`src/rtl/execute_stage_gen.sv`:
```
// Execute stage: N-way operand forwarding, single-cycle ALU, registered result with valid/ready,
// flag register with one-deep shadow. Define EXEC_MUL_EN to build the iterative shift-add multiplier.
module execute_stage_gen #(
  parameter int unsigned DW     = 16,
  parameter int unsigned FWD_CH = 2,
  parameter int unsigned AW     = 3
) (
  input  logic                 CLK,
  input  logic                 Reset,
  input  logic                 in_valid,
  output logic                 in_ready,
  input  logic [2:0]           op,
  input  logic [AW-1:0]        src_addr,
  input  logic [AW-1:0]        dst_addr,
  input  logic [DW-1:0]        src_val,
  input  logic [DW-1:0]        dst_val,
  input  logic [DW-1:0]        imm,
  input  logic                 use_imm,
  input  logic                 flags_we,
  input  logic                 flags_save,
  input  logic                 flags_restore,
  input  logic                 wb_in,
  input  logic [FWD_CH-1:0]    fwd_wb,
  input  logic [FWD_CH*AW-1:0] fwd_addr,
  input  logic [FWD_CH*DW-1:0] fwd_val,
  output logic                 out_valid,
  input  logic                 out_ready,
  output logic [DW-1:0]        out_result,
  output logic [DW-1:0]        out_result_hi,
  output logic [AW-1:0]        out_dst_addr,
  output logic                 out_wb,
  output logic [2:0]           flags,
  output logic                 busy
);

  localparam logic [2:0] OP_PASS_B = 3'd0;
  localparam logic [2:0] OP_ADD    = 3'd1;
  localparam logic [2:0] OP_SUB    = 3'd2;
  localparam logic [2:0] OP_AND    = 3'd3;
  localparam logic [2:0] OP_OR     = 3'd4;
  localparam logic [2:0] OP_NOT_A  = 3'd5;
  localparam logic [2:0] OP_MUL    = 3'd6;
  localparam logic [2:0] OP_INC_B  = 3'd7;

  logic [DW-1:0] w_op_a, w_rdst, w_op_b, w_res;
  logic [DW:0]   w_wide;
  logic          w_c, w_slot_free, w_idle, w_accept, w_alu_load, w_mul_load;
  logic          w_fl_we, w_mul_wb, w_mul_fwe;
  logic [2:0]    w_alu_flags, w_mul_flags, w_fl_val;
  logic [DW-1:0] w_mul_lo, w_mul_hi;
  logic [AW-1:0] w_mul_dst;

  logic          r_out_valid, r_out_wb;
  logic [DW-1:0] r_out_result, r_out_hi;
  logic [AW-1:0] r_out_dst;
  logic [2:0]    r_flags, r_shadow;

  // Walk sources oldest to youngest so the lowest matching index overrides last
  always_comb begin
    w_op_a = src_val;
    w_rdst = dst_val;
    for (int k = int'(FWD_CH) - 1; k >= 0; k--) begin
      if (fwd_wb[k] && (fwd_addr[k*AW +: AW] == src_addr)) w_op_a = fwd_val[k*DW +: DW];
      if (fwd_wb[k] && (fwd_addr[k*AW +: AW] == dst_addr)) w_rdst = fwd_val[k*DW +: DW];
    end
  end

  assign w_op_b      = use_imm ? imm : w_rdst;
  assign w_slot_free = !r_out_valid || out_ready;
  assign in_ready    = w_idle && w_slot_free;
  assign w_accept    = in_valid && in_ready;

  // Single-cycle ALU; logic ops carry the current C through
  always_comb begin
    w_res  = '0;
    w_c    = r_flags[0];
    w_wide = '0;
    case (op)
      OP_PASS_B: w_res = w_op_b;
      OP_ADD: begin
        w_wide = {1'b0, w_op_a} + {1'b0, w_op_b};
        w_res  = w_wide[DW-1:0];
        w_c    = w_wide[DW];
      end
      OP_SUB: begin
        w_res = w_op_a - w_op_b;
        w_c   = (w_op_a < w_op_b);
      end
      OP_AND:   w_res = w_op_a & w_op_b;
      OP_OR:    w_res = w_op_a | w_op_b;
      OP_NOT_A: w_res = ~w_op_a;
      OP_INC_B: begin
        w_wide = {1'b0, w_op_b} + (DW+1)'(1);
        w_res  = w_wide[DW-1:0];
        w_c    = w_wide[DW];
      end
      default:  w_res = '0;
    endcase
  end

  assign w_alu_flags = {(w_res == '0), w_res[DW-1], w_c};

`ifdef EXEC_MUL_EN
  localparam int unsigned CW = $clog2(DW + 1);

  typedef enum logic [1:0] {S_IDLE, S_MUL, S_DONE} state_t;

  state_t          r_state;
  logic [2*DW-1:0] r_acc;
  logic [DW-1:0]   r_mcand;
  logic [CW-1:0]   r_cnt;
  logic            r_busy, r_mul_fwe, r_mul_wb;
  logic [AW-1:0]   r_mul_dst;
  logic [DW:0]     w_step;

  // r_acc = {partial high, remaining multiplier bits}; one multiplier bit retired per cycle
  assign w_step = {1'b0, r_acc[2*DW-1:DW]} + (r_acc[0] ? {1'b0, r_mcand} : '0);

  always_ff @(posedge CLK or posedge Reset) begin
    if (Reset) begin
      r_state   <= S_IDLE;
      r_acc     <= '0;
      r_mcand   <= '0;
      r_cnt     <= '0;
      r_busy    <= 1'b0;
      r_mul_fwe <= 1'b0;
      r_mul_wb  <= 1'b0;
      r_mul_dst <= '0;
    end else begin
      case (r_state)
        S_IDLE: if (w_accept && (op == OP_MUL)) begin
          r_state   <= S_MUL;
          r_acc     <= {DW'(0), w_op_b};
          r_mcand   <= w_op_a;
          r_cnt     <= '0;
          r_busy    <= 1'b1;
          r_mul_fwe <= flags_we;
          r_mul_wb  <= wb_in;
          r_mul_dst <= dst_addr;
        end
        S_MUL: begin
          r_acc <= {w_step, r_acc[DW-1:1]};
          r_cnt <= r_cnt + CW'(1);
          if (r_cnt == CW'(DW - 1)) r_state <= S_DONE;
        end
        S_DONE: if (w_slot_free) begin
          r_state <= S_IDLE;
          r_busy  <= 1'b0;
        end
        default: r_state <= S_IDLE;
      endcase
    end
  end

  assign w_idle     = (r_state == S_IDLE);
  assign w_mul_load = (r_state == S_DONE) && w_slot_free;
  assign w_alu_load = w_accept && (op != OP_MUL);
  assign w_mul_lo   = r_acc[DW-1:0];
  assign w_mul_hi   = r_acc[2*DW-1:DW];
  assign w_mul_dst  = r_mul_dst;
  assign w_mul_wb   = r_mul_wb;
  assign w_mul_fwe  = r_mul_fwe;
  assign busy       = r_busy;
`else
  assign w_idle     = 1'b1;
  assign w_mul_load = 1'b0;
  assign w_alu_load = w_accept;
  assign w_mul_lo   = '0;
  assign w_mul_hi   = '0;
  assign w_mul_dst  = '0;
  assign w_mul_wb   = 1'b0;
  assign w_mul_fwe  = 1'b0;
  assign busy       = 1'b0;
`endif

  assign w_mul_flags = {({w_mul_hi, w_mul_lo} == '0), w_mul_hi[DW-1], (w_mul_hi != '0)};
  assign w_fl_we     = (w_alu_load && flags_we && (op != OP_MUL)) || (w_mul_load && w_mul_fwe);
  assign w_fl_val    = w_mul_load ? w_mul_flags : w_alu_flags;

  always_ff @(posedge CLK or posedge Reset) begin
    if (Reset) begin
      r_out_valid  <= 1'b0;
      r_out_result <= '0;
      r_out_hi     <= '0;
      r_out_dst    <= '0;
      r_out_wb     <= 1'b0;
    end else if (w_alu_load) begin
      r_out_valid  <= 1'b1;
      r_out_result <= w_res;
      r_out_hi     <= '0;
      r_out_dst    <= dst_addr;
      r_out_wb     <= wb_in;
    end else if (w_mul_load) begin
      r_out_valid  <= 1'b1;
      r_out_result <= w_mul_lo;
      r_out_hi     <= w_mul_hi;
      r_out_dst    <= w_mul_dst;
      r_out_wb     <= w_mul_wb;
    end else if (out_ready) begin
      r_out_valid  <= 1'b0;
    end
  end

  // Restore beats a same-cycle op write; save+restore swaps through the nonblocking pair
  always_ff @(posedge CLK or posedge Reset) begin
    if (Reset) begin
      r_flags  <= '0;
      r_shadow <= '0;
    end else begin
      if (in_ready && flags_restore) r_flags <= r_shadow;
      else if (w_fl_we)              r_flags <= w_fl_val;
      if (in_ready && flags_save)    r_shadow <= r_flags;
    end
  end

  assign out_valid     = r_out_valid;
  assign out_result    = r_out_result;
  assign out_result_hi = r_out_hi;
  assign out_dst_addr  = r_out_dst;
  assign out_wb        = r_out_wb;
  assign flags         = r_flags;

endmodule

```
`config.mk`:
```
export PLATFORM = sky130hd
export DESIGN_NAME = execute_stage_gen
export DESIGN_NICKNAME = d
export VERILOG_FILES = /design/src/rtl/execute_stage_gen.sv
export SDC_FILE = /design/constraint.sdc
export NUM_CORES = 1
export LEC_CHECK = 0
export ABC_AREA = 1
export BUFFER_PORTS_ARGS = -buffer_cell sky130_fd_sc_hd__buf_2
export CAP_MARGIN = 10
export CORE_MARGIN = 2
export CORE_UTILIZATION = 50
export CTS_BUF_LIST = sky130_fd_sc_hd__clkbuf_2
export DETAILED_ROUTE_END_ITERATION = 16
export GPL_TIMING_DRIVEN = 1
export PLACE_DENSITY = 0.81
export SYNTH_ARGS = -nofsm -noshare
export SYNTH_HDL_FRONTEND = slang
export SYNTH_SLANG_ARGS = --single-unit
export TNS_END_PERCENT = 30
```
`constraint.sdc`:
```
create_clock -name CLK -period 2.75 [get_ports CLK]
set_clock_uncertainty 0.1 [all_clocks]
set_input_delay 0.275 -clock CLK [delete_from_list [all_inputs] [get_ports CLK]]
set_output_delay 0.275 -clock CLK [all_outputs]
set_load 0.05 [all_outputs]
```
==> metrics.txt <==
CP dominant cell by count nand2_2; GR met2 Demand/Resource 65.2%; Least-Margin Pin Slew 1.02 ns; GRT Resource Usage Total between 30% and 40%; Die Y 111 um; vias per std cell a little under 6; DP HPWL 20200 um; Netlist cell types 43; Critical Path AT about 3.7 ns; Setup WS post-layout -0.644 ns; synth-to-layout area growth 64.4%; Synth Area per Inst between 5 and 6 um^2; clock latency on the worst-skew pair 0.38 ns; Static Leak 5.20 nW; CP Capture Type flip-flop; via count 8936; Final #Nets 1555; minimum clock period about 3.4 ns; IO Count 148; First-pass DRT Iterations 8; Pint 0.00177 W; Period Utilization, post-route 123%; Storage cell area 676 um^2; RR Startpoint out_valid; cell count after synthesis between 1k and 1.5k; violated checks hold timing, setup timing; ANT nets after route 0; worst vdd ir 0.449 mV; Hold Vio Cnt, Final 27; PD cells ~400 nW/um^2; Max Cap Violations 0; final std cells w/o fill 1538; sequential-to-total area share from yosys stat between 10% and 20%; FFs w/ async S/R, synth 100%; Commonest cells post-synth nand2_1 (257), inv_1 (186), nor2_1 (99), nand3_1 (88), o21ai_0 (73); Final Hold Slack -0.0224 ns; critical path's largest stage delay 0.36 ns; Syn Std Cell Area 5760 um^2; initial antenna violation count 0; Worst setup startpoint fwd_addr[3]; DRT iter0 DRCs 1109; Slew Limit Fails 0; H-tree depth 1; critical-path maximum fanout 5; DRC 0; gp weighted congestion 1.05; met3 Track Usage GR 4.14%; Setup crit start kind input port; critical path required time 3.01 ns; share of layout cells above drive strength 1 44.9%; Starting Density between 50 and 60%; number of synthesized register bits 27; Slowest-stage cell, CP fa_2; Die W 111 um; ANT cells 0; Final setup viols 17; worst hold path type in2async; logic gate share of total power 82.0%; GR Util met1 52.8%; EDFF count, synth 0; multi-input logic area approximately 5000 um^2; Setup CP Type in2reg; RSZ-0062 raised after global routing true; Fmax 295 MHz; Pwr Total 0.00381 W; Synth area leaders nand2_1 (17%), inv_1 (12%), dfrtp_1 (12%), ha_1 (11%), nand3_1 (7.6%); Post-DP Area 8070 um^2; largest net degree at the start of global routing 28; design area 9470 um^2; Sink Count 27; Core Box Area 11300 um^2; via count of the first global-routing pass 7768; clock power share 4.3%; synthesis warning total 0; clock buffer depth 2; Sequential Power Share between 10 and 15%; grt ovf 0; Port Buffers 130; Total Routed Length 28900 um; most numerous cell in the Yosys netlist nand2_1; Switching Fraction 53.5%; total die area 12400 um^2; Slew headroom 32.2%; CTS root buf clkbuf_2; Top Usage Layer GRT met2; CTS tree done; Post-synth top flop dfrtp_1; Clk pin slew, worst setup/hold paths 0.28 ns; FILL cells ~690; total CTS buffers 3; Placed Cells incl. Taps 1488; fin util 83.7%; num rows 39; global-route wire length before repair 39200 um; dominant cell type by area after synthesis nand2_1; run status finished, violations left; routed wire length per instance 18.8 um; share of Yosys cell area claimed by the top area cell type 16.7%; Setup WS pre-CTS -1.20 ns; P_sw 0.00204 W
[power by group through the flow]
stage	sequential (W)	combinational (W)	clock [W]
5_1_grt	0.000530	0.00329	0.000176
2_1_floorplan	0.000767	0.00113	0
6_report	0.000522	0.00313	0.000163
3_5_place_dp	0.000527	0.00240	0
4_1_cts	0.000520	0.00257	0.000156
3_3_place_gp	0.000524	0.00237	0
[repair_timing]
action	in CTS	in global routing
endpoints found under the setup margin	18	18
setup buffers	24	19
gates cloned	1	0
pin swaps	51	93
hold buffers	0	2
hold endpoints to repair	0	2
gates resized for setup	102	205
[logic make-up after synthesis]
group	after synthesis	share of synthesized area, %
compound gates	193	19.3
other cells	1	0.0651
simple gates	512	39.5
fa+ha+maj	53	11.6
flops	27	11.7
buf+inv	240	17.2
xor+xnor	4	0.608
[per-layer routing]
layer | up-vias | wire, um
met5 | - | 0
met4 | 0 | 1830
met3 | 146 | 3070
met2 | 719 | 13000
met1 | 4066 | 11000
li1 | 4005 | -
[registers in the layout, summed over array words and instances, names as in the netlist]
register / cells
out_result: 16
flags: 3
out_dst_addr: 3
r_shadow: 3
out_valid: 1
out_wb: 1
[stage by stage]
| stage | setup TNS, ns | hold slack, ns |
|---|---|---|
| 6_report | -5.08 | -0.0224 |
| 5_1_grt | -6.86 | 0.0508 |
| 4_1_cts | -3.08 | 0.00225 |
| 3_5_place_dp | -14.68 | 0.377 |
| 3_3_place_gp | -13.23 | 0.351 |
| 2_1_floorplan | -4.06 | 0.228 |
[critical path, delay by kind of cell]
family          cells  cell delay, ns
compound gates      2            0.24
fa+ha+maj           2            0.53
buf+inv             7            0.55
xor+xnor            1            0.16
simple gates       21            1.91
[area by class of cell]
cell class / count / share of cell area, %
Sequential cell: 27 / 7.13
Clock inverter: 1 / 0.0528
Tap cell: 143 / 1.89
Clock buffer: 3 / 0.158
Inverter: 195 / 8.11
Timing Repair Buffer: 389 / 29.7
Multi-Input combinational cell: 780 / 53.0
[layout by cell type (no fill, tap or decap), drive strengths merged, types with 2 or more instances in the layout]
cell / Yosys / routed
a211oi: 4 / 4
a21oi: 53 / 53
a31oi: 8 / 8
buf: 25 / 386
clkbuf: 20 / 4
clkinv: 3 / 4
conb: 1 / 17
dfrtp: 27 / 27
dlygate4sd3: 0 / 2
ha: 52 / 52
inv: 192 / 192
nand2: 276 / 277
nand3: 93 / 93
nand3b: 5 / 5
nand4: 12 / 12
nor2: 108 / 108
nor3: 12 / 12
o2111ai: 3 / 3
o211ai: 21 / 21
o21ai: 82 / 82
o221ai: 2 / 2
o22ai: 16 / 16
or2: 5 / 5
xor2: 4 / 4
[final timing paths]
check / slack, ns / to / depth (start not counted)
max in group asynchronous: 1.97 / out_result[8] / 2
worst min-delay path: -0.02 / out_result[6] / 2
worst min register to register: 0.43 / out_result[0] / 2
worst max register to register: 0.58 / flags[2] / 16
min in group CLK: 0.08 / out_valid / 4
worst max-delay path: -0.64 / flags[2] / 33
Note: power is estimated with default switching activity, not from simulation.
